$ cat src/rtl/fetch_queue_pkg.sv
// ============================================================================
// fetch_queue_pkg : constants and types shared by the fetch queue and the core
// Rev 1.0
// ============================================================================
`default_nettype none

package fetch_queue_pkg;

  localparam logic [31:0] C_NOP          = 32'h0000_0013;
  localparam logic [31:0] C_RESET_PC     = 32'h4000_0000;
  localparam logic [3:0]  C_REGION_BIOS  = 4'h4;
  localparam logic [3:0]  C_REGION_IMEM  = 4'h1;

  localparam logic [6:0]  C_OPC_LUI      = 7'b0110111;
  localparam logic [6:0]  C_OPC_AUIPC    = 7'b0010111;
  localparam logic [6:0]  C_OPC_JAL      = 7'b1101111;
  localparam logic [6:0]  C_OPC_JALR     = 7'b1100111;
  localparam logic [6:0]  C_OPC_BRANCH   = 7'b1100011;
  localparam logic [6:0]  C_OPC_LOAD     = 7'b0000011;
  localparam logic [6:0]  C_OPC_STORE    = 7'b0100011;
  localparam logic [6:0]  C_OPC_ARI_I    = 7'b0010011;
  localparam logic [6:0]  C_OPC_ARI_R    = 7'b0110011;
  localparam logic [6:0]  C_OPC_CSR      = 7'b1110011;

  // One FIFO slot: fetch address in the upper half, instruction word below.
  typedef struct packed {
    logic [31:0] pc;
    logic [31:0] inst;
  } fetch_entry_t;

  function automatic logic region_is(input logic [31:0] pc, input logic [3:0] region);
    return pc[31:28] == region;
  endfunction

endpackage

`default_nettype wire

$ cat src/rtl/fetch_fifo.sv
// ============================================================================
// fetch_fifo : power-of-two FIFO with wrap-bit pointers and synchronous flush
// Rev 1.0
// ============================================================================
`default_nettype none

module fetch_fifo #(
  parameter int DEPTH = 4,
  parameter int WIDTH = 64
) (
  input  logic                       clk,
  input  logic                       rst_n,
  input  logic                       push,
  input  logic                       pop,
  input  logic                       flush,
  input  logic [WIDTH-1:0]           din,
  output logic [WIDTH-1:0]           head,
  output logic [$clog2(DEPTH):0]     count,
  output logic                       full,
  output logic                       empty
);

  localparam int c_aw = $clog2(DEPTH);

  logic [c_aw:0]      r_wr_ptr;
  logic [c_aw:0]      r_rd_ptr;
  logic [WIDTH-1:0]   r_mem [DEPTH];
  logic               w_do_pop;
  logic               w_do_push;

  assign empty = (r_wr_ptr == r_rd_ptr);
  assign full  = (r_wr_ptr[c_aw] != r_rd_ptr[c_aw]) &&
                 (r_wr_ptr[c_aw-1:0] == r_rd_ptr[c_aw-1:0]);
  assign count = r_wr_ptr - r_rd_ptr;
  assign head  = r_mem[r_rd_ptr[c_aw-1:0]];

  // A push into a full FIFO is only accepted when the head leaves that cycle.
  assign w_do_pop  = pop && !empty;
  assign w_do_push = push && (!full || w_do_pop);

  always_ff @(posedge clk or negedge rst_n) begin
    if (!rst_n) begin
      r_wr_ptr <= '0;
      r_rd_ptr <= '0;
    end else if (flush) begin
      r_wr_ptr <= '0;
      r_rd_ptr <= '0;
    end else begin
      if (w_do_push) r_wr_ptr <= r_wr_ptr + 1'b1;
      if (w_do_pop)  r_rd_ptr <= r_rd_ptr + 1'b1;
    end
  end

  always_ff @(posedge clk) begin
    if (w_do_push && !flush) r_mem[r_wr_ptr[c_aw-1:0]] <= din;
  end

endmodule

`default_nettype wire

$ cat src/rtl/fetch_queue.sv
// ============================================================================
// fetch_queue : decoupled instruction fetch with DEPTH-entry prefetch FIFO
// Optional same-cycle response bypass when FETCH_BYPASS_EN is defined. Rev 1.0
// ============================================================================
`default_nettype none

module fetch_queue
  import fetch_queue_pkg::*;
#(
  parameter int          DEPTH       = 4,
  parameter logic [31:0] RESET_PC    = C_RESET_PC,
  parameter logic [3:0]  BIOS_REGION = C_REGION_BIOS,
  parameter int          BIOS_AW     = 12
) (
  input  logic               clk,
  input  logic               rst_n,
  input  logic               stall,
  input  logic               redirect_valid,
  input  logic [31:0]        redirect_pc,
  output logic               imem_re,
  output logic [31:0]        imem_addr,
  input  logic [31:0]        imem_data,
  output logic               bios_re,
  output logic [BIOS_AW-1:0] bios_addr,
  input  logic [31:0]        bios_data,
  output logic               inst_valid,
  output logic [31:0]        inst,
  output logic [31:0]        inst_pc,
  input  logic               inst_ready
);

  localparam int               c_aw    = $clog2(DEPTH);
  localparam logic [c_aw+1:0]  c_depth = (c_aw+2)'(DEPTH);

  logic [31:0]   r_fetch_pc;
  logic          r_epoch;
  logic          r_pending;
  logic          r_resp_sel_bios;
  logic [31:0]   r_resp_pc;
  logic          r_resp_epoch;

  logic [31:0]   w_req_pc;
  logic          w_sel_bios;
  logic [c_aw+1:0] w_occ;
  logic          w_issue;
  logic [31:0]   w_resp_data;
  logic          w_resp_ok;
  logic          w_flush;
  logic          w_push;
  logic          w_pop;
  logic          w_head_valid;
  fetch_entry_t  w_head;
  fetch_entry_t  w_fifo_head;
  fetch_entry_t  w_resp_entry;
  logic [c_aw:0] w_count;
  logic          w_full;
  logic          w_empty;
  logic          w_unused_bits;

  assign w_req_pc   = redirect_valid ? {redirect_pc[31:2], 2'b00} : r_fetch_pc;
  assign w_sel_bios = region_is(w_req_pc, BIOS_REGION);

  // A redirect flushes the queue, so only the in-flight response counts then.
  assign w_occ   = redirect_valid ? {{(c_aw+1){1'b0}}, r_pending}
                                  : {1'b0, w_count} + {{(c_aw+1){1'b0}}, r_pending};
  assign w_issue = rst_n && !stall && (w_occ < c_depth);

  assign imem_re   = w_issue && !w_sel_bios;
  assign bios_re   = w_issue &&  w_sel_bios;
  assign imem_addr = {4'b0000, w_req_pc[27:2], 2'b00};
  assign bios_addr = w_req_pc[BIOS_AW+1:2];

  assign w_resp_data  = r_resp_sel_bios ? bios_data : imem_data;
  assign w_resp_ok    = !stall && r_pending && (r_resp_epoch == r_epoch) && !redirect_valid;
  assign w_resp_entry = '{pc: r_resp_pc, inst: w_resp_data};
  assign w_flush      = !stall && redirect_valid;
  assign w_pop        = !stall && !redirect_valid && inst_ready && !w_empty;

`ifdef FETCH_BYPASS_EN
  logic w_bypass;
  // An empty queue lets the arriving response be seen (and taken) directly.
  assign w_bypass     = w_empty && w_resp_ok;
  assign w_push       = w_resp_ok && !(w_bypass && inst_ready);
  assign w_head_valid = !w_empty || w_bypass;
  assign w_head       = w_empty ? w_resp_entry : w_fifo_head;
`else
  assign w_push       = w_resp_ok;
  assign w_head_valid = !w_empty;
  assign w_head       = w_fifo_head;
`endif

  assign inst_valid = w_head_valid;
  assign inst       = w_head_valid ? w_head.inst : C_NOP;
  assign inst_pc    = w_head_valid ? w_head.pc   : 32'h0;

  assign w_unused_bits = ^{redirect_pc[1:0], w_req_pc[1:0], w_full};

  fetch_fifo #(
    .DEPTH (DEPTH),
    .WIDTH ($bits(fetch_entry_t))
  ) u_fifo (
    .clk   (clk),
    .rst_n (rst_n),
    .push  (w_push),
    .pop   (w_pop),
    .flush (w_flush),
    .din   (w_resp_entry),
    .head  (w_fifo_head),
    .count (w_count),
    .full  (w_full),
    .empty (w_empty)
  );

  always_ff @(posedge clk or negedge rst_n) begin
    if (!rst_n) begin
      r_fetch_pc      <= RESET_PC;
      r_epoch         <= 1'b0;
      r_pending       <= 1'b0;
      r_resp_sel_bios <= 1'b0;
      r_resp_pc       <= 32'h0;
      r_resp_epoch    <= 1'b0;
    end else if (!stall) begin
      if (redirect_valid) r_epoch <= ~r_epoch;
      r_pending <= w_issue;
      if (w_issue) begin
        r_fetch_pc      <= w_req_pc + 32'd4;
        r_resp_sel_bios <= w_sel_bios;
        r_resp_pc       <= w_req_pc;
        // Tag with the epoch that will be current when the data returns.
        r_resp_epoch    <= redirect_valid ? ~r_epoch : r_epoch;
      end
    end
  end

endmodule

`default_nettype wire

$ cat config.mk
export PLATFORM = sky130hd
export DESIGN_NAME = fetch_queue
export DESIGN_NICKNAME = d
export VERILOG_FILES = /design/src/rtl/fetch_queue_pkg.sv /design/src/rtl/fetch_fifo.sv /design/src/rtl/fetch_queue.sv
export SDC_FILE = /design/constraint.sdc
export NUM_CORES = 1
export LEC_CHECK = 0
export CAP_MARGIN = 10
export CORE_AREA = 3 3 166 168
export DETAILED_ROUTE_END_ITERATION = 16
export DIE_AREA = 0 0 169 171
export HOLD_SLACK_MARGIN = 0.1
export PLACE_DENSITY = 0.86
export SYNTH_ARGS = -nofsm -noshare
export SYNTH_HDL_FRONTEND = slang
export SYNTH_SLANG_ARGS = --single-unit
$ cat constraint.sdc
create_clock -name clk -period 4.45 [get_ports clk]
set_input_delay 0.89 -clock clk [delete_from_list [all_inputs] [get_ports clk]]
set_output_delay 0.89 -clock clk [all_outputs]
set_load 0.01 [all_outputs]
==> report_table.html <==
<table>
<tr><th>Metric</th><th>Value</th></tr>
<tr><th colspan="2">Status</th></tr>
<tr><td>Run status</td><td>complete, no violations</td></tr>
<tr><th colspan="2">CTS</th></tr>
<tr><td>Post-CTS repair timing setup buffer count</td><td>0</td></tr>
<tr><td>Inserted Clock Buffers</td><td>34</td></tr>
<tr><td>Count of instances resized after the clock tree is built</td><td>0</td></tr>
<tr><td>Count of hold-fix buffers inserted at cts</td><td>0</td></tr>
<tr><td>Clock tree root buffer cell</td><td>sky130_fd_sc_hd__clkbuf_16</td></tr>
<tr><td>Clock Latency Late Sink</td><td>between 0.5 and 0.6 ns</td></tr>
<tr><td>Clock H-tree levels</td><td>2</td></tr>
<tr><td>Count of clock tree sinks</td><td>approximately 320</td></tr>
<tr><td>Maximum clock insertion buffer count</td><td>3</td></tr>
<tr><td>CTS tree</td><td>built</td></tr>
<tr><td>Clock-pin slew on the worst setup and hold paths</td><td>around 0.060 ns</td></tr>
<tr><th colspan="2">Synth</th></tr>
<tr><td>Average cell area after synthesis</td><td>approximately 16 µm²</td></tr>
<tr><td>Post-Syn Area</td><td>about 14000 µm²</td></tr>
<tr><td>Largest cells by area after synthesis</td><td>sky130_fd_sc_hd__edfxtp_1 (53%), sky130_fd_sc_hd__dfrtp_1 (12%), sky130_fd_sc_hd__mux4_2 (9.9%), sky130_fd_sc_hd__mux2_2 (3.5%), sky130_fd_sc_hd__and2_1 (3.0%)</td></tr>
<tr><td>Top cell types by occurrence after synthesis</td><td>sky130_fd_sc_hd__edfxtp_1 (248), sky130_fd_sc_hd__nand2_1 (80), sky130_fd_sc_hd__dfrtp_1 (69), sky130_fd_sc_hd__and2_1 (67), sky130_fd_sc_hd__mux4_2 (62)</td></tr>
<tr><td>Fraction of the yosys area taken by sequential cells</td><td>between 60% and 70%</td></tr>
<tr><td>Flops &amp; latches, synth</td><td>318</td></tr>
<tr><td>EDFF count, synth</td><td>~250</td></tr>
<tr><td>Post-synthesis cell count</td><td>roughly 910</td></tr>
<tr><td>Fraction of registers with async set or reset after synthesis</td><td>between 20 and 25%</td></tr>
<tr><td>Main synth FF type</td><td>sky130_fd_sc_hd__edfxtp_1</td></tr>
<tr><td>Ys Warns</td><td>0</td></tr>
<tr><td>Count of different cell masters after synthesis</td><td>49</td></tr>
<tr><td>Cell with the most instances after synthesis</td><td>sky130_fd_sc_hd__edfxtp_1</td></tr>
<tr><td>Share of the synthesized area in the top cell type</td><td>a little over half</td></tr>
<tr><td>Cell taking the most area after synthesis</td><td>sky130_fd_sc_hd__edfxtp_1</td></tr>
<tr><th colspan="2">Route</th></tr>
<tr><td>Detailed-route vias per instance</td><td>5.53</td></tr>
<tr><td>Antenna-violating nets left</td><td>0</td></tr>
<tr><td>DR DRC count</td><td>0</td></tr>
<tr><td>First-pass DRT Iterations</td><td>5</td></tr>
<tr><td>Initial drt markers</td><td>approximately 630</td></tr>
<tr><td>Wire per inst</td><td>roughly 20 µm</td></tr>
<tr><td>Total vias in the final route</td><td>around 8000</td></tr>
<tr><td>Post-Route WL</td><td>roughly 28000 µm</td></tr>
<tr><th colspan="2">Floorplanning</th></tr>
<tr><td>Core area</td><td>roughly 26000 µm²</td></tr>
<tr><td>Number of primary I/O pins</td><td>212</td></tr>
<tr><td>Initial core utilization</td><td>53.9%</td></tr>
<tr><td>Rows</td><td>between 50 and 60</td></tr>
<tr><td>Chip Height</td><td>around 170 µm</td></tr>
<tr><td>Die extent in x</td><td>approximately 170 µm</td></tr>
<tr><td>Die area</td><td>just under 30000 µm²</td></tr>
<tr><th colspan="2">STA</th></tr>
<tr><td>Setup TNS after final layout</td><td>0 ns</td></tr>
<tr><td>Final number of hold-violating endpoints</td><td>0</td></tr>
<tr><td>Share of the clock period used by the worst path after layout</td><td>about nine tenths</td></tr>
<tr><td>Final worst clock skew</td><td>roughly 0.022 ns</td></tr>
<tr><td>Final worst hold slack</td><td>about 0.24 ns</td></tr>
<tr><td>Transition at the pin with the smallest max-transition slack</td><td>0.966 ns</td></tr>
<tr><td>Max-slew headroom at the worst pin</td><td>a little over a third</td></tr>
<tr><td>Unrepaired setup endpoints after global routing</td><td>false</td></tr>
<tr><td>Setup-failing EPs final</td><td>0</td></tr>
<tr><td>Timing-limited maximum frequency</td><td>around 0.25 GHz</td></tr>
<tr><td>Post-route minimum period</td><td>around 4.0 ns</td></tr>
<tr><td>Final-report max-slew violation count</td><td>0</td></tr>
<tr><th colspan="2">Setup path</th></tr>
<tr><td>Endpoint of the most critical register-to-register path</td><td>r_resp_pc[10]</td></tr>
<tr><td>Startpoint of the most critical register-to-register path</td><td>u_fifo.r_wr_ptr[0]</td></tr>
<tr><td>Startpoint-to-endpoint class of the critical path</td><td>reg -&gt; out</td></tr>
<tr><td>Worst setup path endpoint</td><td>inst_pc[17]</td></tr>
<tr><td>Critical Path RT</td><td>about 3.6 ns</td></tr>
<tr><td>Maximum fanout along the worst path</td><td>29</td></tr>
<tr><td>Element type at the critical path end</td><td>primary output</td></tr>
<tr><td>Setup crit start</td><td>u_fifo.r_wr_ptr[0]</td></tr>
<tr><td>Worst-case reg-to-reg path depth</td><td>8</td></tr>
<tr><td>Setup slack on the worst flop-to-flop path</td><td>roughly 1.4 ns</td></tr>
<tr><td>CP Data Arrival Time</td><td>3.08 ns</td></tr>
<tr><td>Startpoint type of the worst setup path</td><td>flip-flop</td></tr>
<tr><th colspan="2">Finish</th></tr>
<tr><td>Count of inserted antenna diode cells</td><td>0</td></tr>
<tr><td>Area occupied by multi-input gates</td><td>around 4200 µm²</td></tr>
<tr><td>Share of layout cells above drive strength 1</td><td>between 15 and 20%</td></tr>
<tr><td>Post-layout nets</td><td>between 1000 and 1500</td></tr>
<tr><td>Filler Cell Count</td><td>~1800</td></tr>
<tr><td>Area growth, synth to finish</td><td>22.7%</td></tr>
<tr><td>Footprint of the flip-flops and latches</td><td>9210 µm²</td></tr>
<tr><td>Final Non-Filler Cells</td><td>roughly 1400</td></tr>
<tr><th colspan="2">Pwr</th></tr>
<tr><td>Static leakage</td><td>roughly 6.1 nW</td></tr>
<tr><td>Peak supply drop</td><td>slightly above 400 µV</td></tr>
<tr><td>Total power per unit cell area</td><td>roughly 640 nW/µm²</td></tr>
<tr><th colspan="2">Global routing</th></tr>
<tr><td>Largest net degree at the start of global routing</td><td>between 100 and 150</td></tr>
<tr><td>Via count of the first global-routing pass</td><td>about 8300</td></tr>
<tr><td>Total Routing Usage GR</td><td>roughly 20%</td></tr>
<tr><td>Initial antenna violation count</td><td>0</td></tr>
<tr><td>Congestion Overflow GR</td><td>0</td></tr>
<tr><td>Global-route wire length before repair</td><td>~45000 µm</td></tr>
<tr><th colspan="2">Placement</th></tr>
<tr><td>Detailed placer's ending HPWL</td><td>around 17000 µm</td></tr>
<tr><td>Inst Count DP</td><td>roughly 1400</td></tr>
<tr><td>Final weighted congestion of routability-driven global placement</td><td>between 0.8 and 0.9</td></tr>
<tr><td>Count of port buffers added during placement</td><td>between 200 and 250</td></tr>
<tr><th colspan="2">Hold path</th></tr>
<tr><td>Worst min-delay path category</td><td>in -&gt; async</td></tr>
<tr><th colspan="2">Flow run</th></tr>
<tr><td>Max_cap viols</td><td>0</td></tr>
</table>
-- cells by family after synthesis --
family / Yosys count / share of synthesized area (%)
buf+inv: 120 / 4.69
fa+ha+maj: 9 / 0.855
mux: 131 / 15.3
flops: 318 / 65.5
xor+xnor: 34 / 2.12
compound gates: 82 / 3.38
other cells: 1 / 0.0267
simple gates: 210 / 8.16
-- worst min-delay path by stage --
stage | from | to | slack (ns) | cells past startpoint
floorplan | r_fetch_pc[13] | r_fetch_pc[13] | 0.45 | 2
global placement | r_fetch_pc[29] | r_fetch_pc[29] | 0.46 | 2
detailed placement | r_fetch_pc[8] | r_fetch_pc[8] | 0.47 | 2
CTS | rst_n | r_fetch_pc[8] | 0.22 | 1
global route | rst_n | r_fetch_pc[8] | 0.24 | 1
finish | rst_n | r_fetch_pc[8] | 0.24 | 1
-- per-layer routing --
metal | vias to the layer above | wire length, µm | global-route usage [%]
met5 | - | 0 | 0
met4 | 0 | 545 | 4.73
met3 | 41 | 1630 | 3.65
met2 | 252 | 14000 | 33.5
met1 | 3959 | 12000 | 26.5
li1 | 3650 | - | -
-- placed cells by master (no fill, tap or decap), types with 3 or more instances in the layout --
cell / n
sky130_fd_sc_hd__a21oi_1: 9
sky130_fd_sc_hd__a31oi_1: 3
sky130_fd_sc_hd__and2_1: 63
sky130_fd_sc_hd__and2_4: 4
sky130_fd_sc_hd__and3_1: 4
sky130_fd_sc_hd__buf_4: 9
sky130_fd_sc_hd__bufinv_16: 3
sky130_fd_sc_hd__clkbuf_1: 4
sky130_fd_sc_hd__clkbuf_16: 36
sky130_fd_sc_hd__clkdlybuf4s50_1: 199
sky130_fd_sc_hd__clkinv_2: 8
sky130_fd_sc_hd__clkinv_4: 3
sky130_fd_sc_hd__conb_1: 8
sky130_fd_sc_hd__dfrtp_1: 66
sky130_fd_sc_hd__edfxtp_1: 248
sky130_fd_sc_hd__ha_1: 8
sky130_fd_sc_hd__inv_1: 27
sky130_fd_sc_hd__mux2_2: 44
sky130_fd_sc_hd__mux2i_1: 25
sky130_fd_sc_hd__mux4_2: 62
sky130_fd_sc_hd__nand2_1: 80
sky130_fd_sc_hd__nand3_1: 10
sky130_fd_sc_hd__nand3b_1: 3
sky130_fd_sc_hd__nand4_1: 9
sky130_fd_sc_hd__nand4b_1: 4
sky130_fd_sc_hd__nor2_1: 10
sky130_fd_sc_hd__nor2b_1: 4
sky130_fd_sc_hd__nor3_1: 7
sky130_fd_sc_hd__o21ai_0: 47
sky130_fd_sc_hd__o21ai_1: 12
sky130_fd_sc_hd__or2_2: 3
sky130_fd_sc_hd__xnor2_1: 31
sky130_fd_sc_hd__xor2_1: 3
-- worst max-delay path: stages, from the launching register on --
cell and delay (ns):
sky130_fd_sc_hd__dfrtp_1 0.41, sky130_fd_sc_hd__inv_1 0.11, sky130_fd_sc_hd__ha_1 0.32, sky130_fd_sc_hd__and3_1 0.27
sky130_fd_sc_hd__inv_2 0.41, sky130_fd_sc_hd__buf_4 0.29, sky130_fd_sc_hd__and2_1 0.14, sky130_fd_sc_hd__clkdlybuf4s50_1 0.59
-- power by group --
| part | internal (mW) | switching (mW) |
|---|---|---|
| registers | 3.82 | 0.407 |
| clock network | 1.69 | 1.14 |
| logic | 2.11 | 1.87 |
| total | 7.62 | 3.42 |
-- final cells by class --
cell class                      count  area share [%]
Clock buffer                       41            5.40
Clock inverter                     21            1.28
Inverter                           28           0.610
Multi-Input combinational cell    474            24.6
Sequential cell                   318            53.5
Tap cell                          335            2.43
Timing Repair Buffer              211            12.2
-- flip-flops by register name, summed over array words and instances (netlist names) --
register         flops
r_resp_pc           30
r_resp_sel_bios      1
r_pending            1
r_resp_epoch         1
r_epoch              1
u_fifo.r_mem       248
u_fifo.r_rd_ptr      3
r_fetch_pc          30
u_fifo.r_wr_ptr      3
-- metrics by stage --
stage	area, µm²	setup slack, ns	utilization [%]	power, mW
floorplan	14100	0.728	-	6.45
global placement	16100	0.835	61.7	8.18
detailed placement	16100	0.841	61.7	8.31
CTS	17200	0.439	66.1	11.2
global route	17200	0.268	66.1	11.6
finish	17200	0.485	66.1	11.0
(Power assumes the default switching activity.)
==> RTL change 1 (same settings) <==
Add a define of `FETCH_BYPASS_EN`.
--- a/src/rtl/fetch_queue.sv
+++ b/src/rtl/fetch_queue.sv
@@ -5,2 +5,4 @@
 `default_nettype none
+
+`define FETCH_BYPASS_EN
 
Formal check against the unedited RTL: not equivalent (a bounded check fails within 4 cycles, from zero or initial values and one cycle with rst_n low).
==> RTL change 1 against the unedited design <==
Wire length rose by 6.2%; cell area rose by 0.89%; combinational power fell by 12%; worst setup slack got worse by 260 ps; sequential share of layout area fell by 0.46 points; power fell by 6.6%; area after synthesis rose by 0.94%; hold slack improved by 250 ps; sequential cell count did not move; largest cell class unchanged; largest power group unchanged.
==> RTL change 1: results <==
[status]
status = "completed"

[sta]
worstMarginPinSlew_ps = 968
hold_viol = 0
finClkSkew_ps = 19.7

[finish]
layout-drive-gt1-share_pct = 17.9
nNetsFinal = 1191
final_cells = 1441

[synth]
ys_types = 48
synth_area_leaders = "edfxtp_1 53%, dfrtp_1 12%, mux4_2 9.9%, a22o_1 3.6%, mux2_2 3.5%"
yosysSeqAreaShare_pct = 64.9
synth_top_cells_by_count = "248 x edfxtp_1, 84 x nand2_1, 69 x dfrtp_1, 62 x mux4_2, 59 x o21ai_0"
syn_inst = 915

[drt]
routedWlPerCell_um = 20.8
drt_first_iter_violations = 531
firstDrtPassIters = 5
vias_per_cell = 5.86

[clock_network]
worstSkewPairLatency_ps = 550
cts_buffer_depth = 3
cts_max_level = 1
cts_made_buffers = 31

[power]
vdd_drop_max_uv = 305
power.leakage_nw = 6.20

[worst_setup_path]
critPathMaxStageDelay_ps = 660
reg2reg_depth = 7
cp_slowest_cell = "dfrtp_4"
cp-endpoint = "inst_pc[24]"
r2r_slack_ps = 1300
r2r_end = "r_fetch_pc[6]"
critPathMaxFanout = 32
r2r-start = "u_fifo.r_rd_ptr[1]"
crit_start = "u_fifo.r_rd_ptr[1]"

[global_route]
grt_max_degree = 112
grt_pass1_wl_um = 47200
grt_usage_pct = 20.6
grt_pass1_vias = 8602

[placed_design]
io_buffer_count = 201
gp_congestion = 0.872
place_hpwl_um = 18800
place_area_sq_um = 16300

[min_path]
min_path_type = "flip-flop to flip-flop"
-- RTL change 1: cell types whose count changed after synthesis, sizes merged, moves of 3 or more --
cell	delta
a22o	+58
and2	-62
buf	+4
nand2	+4
nand3	+9
nand4	-3
nor3	-7
o22a	+3
-- RTL change 1: where the power goes --
group	switching (W)	leakage (nW)	internal (W)	total [W]
Combinational	0.00167	2.56	0.00186	0.00352
Sequential	0.000414	3.12	0.00377	0.00418
Clock	0.00109	0.515	0.00150	0.00259
-- RTL change 1: logic make-up after synthesis --
family                   after synthesis  synth area share, %
flip-flops                           318                 64.9
AND/OR/NAND/NOR                      148                 4.94
AO/OA/AOI/OAI                        147                 7.24
multiplexers                         132                 15.2
buffers and inverters                126                 4.75
XOR/XNOR                              34                 2.10
adder cells (fa/ha/maj)                9                0.847
other                                  1               0.0265
-- RTL change 1: worst reg2reg max path, stage by stage (launching register included) --
cell and delay, ps:
dfrtp_4 640, fa_1 490, xnor2_1 170, o2111ai_4 370, buf_4 820, nor2_1 150, mux2_2 290, a21oi_1 140
-- RTL change 1: routing by layer --
layer | up-vias | share of wire (%) | GRT usage (%)
met5 | - | 0 | 0
met4 | 0 | 2.2 | 5.82
met3 | 54 | 7.3 | 3.81
met2 | 317 | 48 | 34.3
met1 | 4274 | 42 | 28.3
li1 | 3797 | - | -
-- RTL change 1: layout make-up --
cell class                      count  area [sq um]
Sequential cell                   318          9210
Fill cell                        1746          8680
Multi-Input combinational cell    478          4360
Timing Repair Buffer              224          2240
Clock buffer                       46           956
Tap cell                          335           419
Inverter                           28           105
Clock inverter                     12          86.3
-- RTL change 1: stage by stage --
step                hold slack (ps)  worst slack [ps]  total power, W
floorplan                       442               715         0.00620
global placement                457               443         0.00768
CTS                             486               185          0.0104
finish                          482               222          0.0103
global route                    511              49.9          0.0108
detailed placement              472               432         0.00779
==> RTL change 2 (same settings) <==
Without the edit above. Reset style: synchronous (`rst_n`), changed in 2 clocked blocks.
--- a/src/rtl/fetch_fifo.sv
+++ b/src/rtl/fetch_fifo.sv
@@ -40,3 +40,3 @@
 
-  always_ff @(posedge clk or negedge rst_n) begin
+  always_ff @(posedge clk) begin
     if (!rst_n) begin
--- a/src/rtl/fetch_queue.sv
+++ b/src/rtl/fetch_queue.sv
@@ -113,3 +113,3 @@
 
-  always_ff @(posedge clk or negedge rst_n) begin
+  always_ff @(posedge clk) begin
     if (!rst_n) begin
Behaviour: differs if rst_n is asserted again (counterexample within 4 cycles, from zero or initial values and one cycle with rst_n low); with rst_n held inactive, the same outputs for 4 cycles.
==> RTL change 2 against the unedited design <==
Via count rose by 4.8%; worst setup slack gained 91 ps; sequential share of layout area decreased by 1.6 points; critical path depth decreased by 2; register-to-register slack got worse by 140 ps; cell area shrank 0.34%; maximum frequency rose by 2.3%; hold slack improved by 230 ps; first-iteration DRC count is 17% lower; sequential cell count up 2; wire length grew 5.4%; area after synthesis is 0.53% lower; clock skew grew 3.4 ps; critical path type is now input port to output port; highest routed layer unchanged.
Power is not compared: it rests on default switching activity, and its combinational part moved more than twofold at a synthesized area within 25%.
==> RTL change 2: results <==
[synth]
async_flop_share_pct = 0
synth_top_cells_by_count = "248 x edfxtp_1, 72 x dfxtp_1, 69 x and2_1, 62 x mux4_2, 58 x nand3_1"
synth_area_leaders = "edfxtp_1 53%, dfxtp_1 10%, mux4_2 10%, mux2_2 3.3%, and2_1 3.1%"
yosysSeqAreaShare_pct = 63.6
ys_types = 59

[placed_design]
place_hpwl_um = 18900
gp_congestion = 0.842
place_area_sq_um = 16100

[status]
status = "completed"

[drt]
vias_per_cell = 5.71
firstDrtPassIters = 5
drt_first_iter_violations = 520
routedWlPerCell_um = 20.5

[worst_setup_path]
critPathMaxFanout = 50
cp.arrival_ps = 2980

[finish]
nNetsFinal = 1200
layout-drive-gt1-share_pct = 17.8

[min_path]
min_path_type = "flip-flop to flip-flop"

[global_route]
grt_usage_pct = 20.7
grt_pass1_vias = 8744
grt_max_degree = 80
grt_pass1_wl_um = 47500

[sta]
worstMarginPinSlew_ps = 857
finClkSkew_ps = 25.5

[power]
vdd_drop_max_uv = 254
power.leakage_nw = 5.88

[clock_network]
cts_max_level = 2
cts_made_buffers = 34
==> RTL change 2: critical path: stages <==
cell and delay, ps:
buf_2 300, buf_4 610, mux2i_1 530, inv_1 140, clkdlybuf4s50_1 510
==> RTL change 2: cell families (layout without fill, tap and decap cells) <==
family,count (synthesis),count (layout),synth area share (%)
xor+xnor,25,25,1.68
simple gates,231,231,9.62
flops,320,320,63.6
compound gates,86,86,4.00
mux,128,128,15.1
fa+ha+maj,9,9,0.860
other cells,1,8,0.0268
buf+inv,127,308,5.08
==> RTL change 2: cell type report <==
class | instances | area (sq um)
flip-flops and latches | 320 | 8900
fillers | 1797 | 8890
multi-input cells | 487 | 4430
repair buffers | 217 | 2200
clock buffers | 43 | 906
well taps | 335 | 419
clock inverters | 18 | 199
inverters | 30 | 113
==> RTL change 2: report_power, final <==
group / internal (W) / switching, W / leakage [nW]
clock network: 0.00164 / 0.00112 / 0.539
registers: 0.00328 / 0.0000487 / 2.87
logic: 0.000249 / 0.000224 / 2.47
total: 0.00517 / 0.00139 / 5.88
==> RTL change 2: worst paths after layout <==
path	slack (ps)	startpoint	cells after the start	endpoint
setup reg to reg	1220	u_fifo.r_wr_ptr[0]	9	r_resp_pc[5]
hold reg to reg	470	r_fetch_pc[30]	2	r_fetch_pc[30]
setup / recovery	580	redirect_valid	5	imem_addr[19]
hold / removal	470	r_fetch_pc[30]	2	r_fetch_pc[30]
==> RTL change 2: stage by stage <==
step	util [%]	cells	total power [W]	setup WS (ps)
finish	65.9	1450	0.00656	575
global route	65.9	1450	0.00678	341
CTS	65.9	1450	0.00661	500
detailed placement	61.6	1389	0.00386	611
global placement	61.6	1389	0.00384	622
floorplan	-	934	0.00366	773
==> RTL change 2: routing by layer <==
layer | vias to the layer above | global-route usage, % | part of all wire [%]
met5 | - | 0 | 0
met4 | 0 | 5.50 | 1.6
met3 | 46 | 3.88 | 7.3
li1 | 3795 | - | -
met1 | 4109 | 27.0 | 41
met2 | 330 | 36.2 | 50
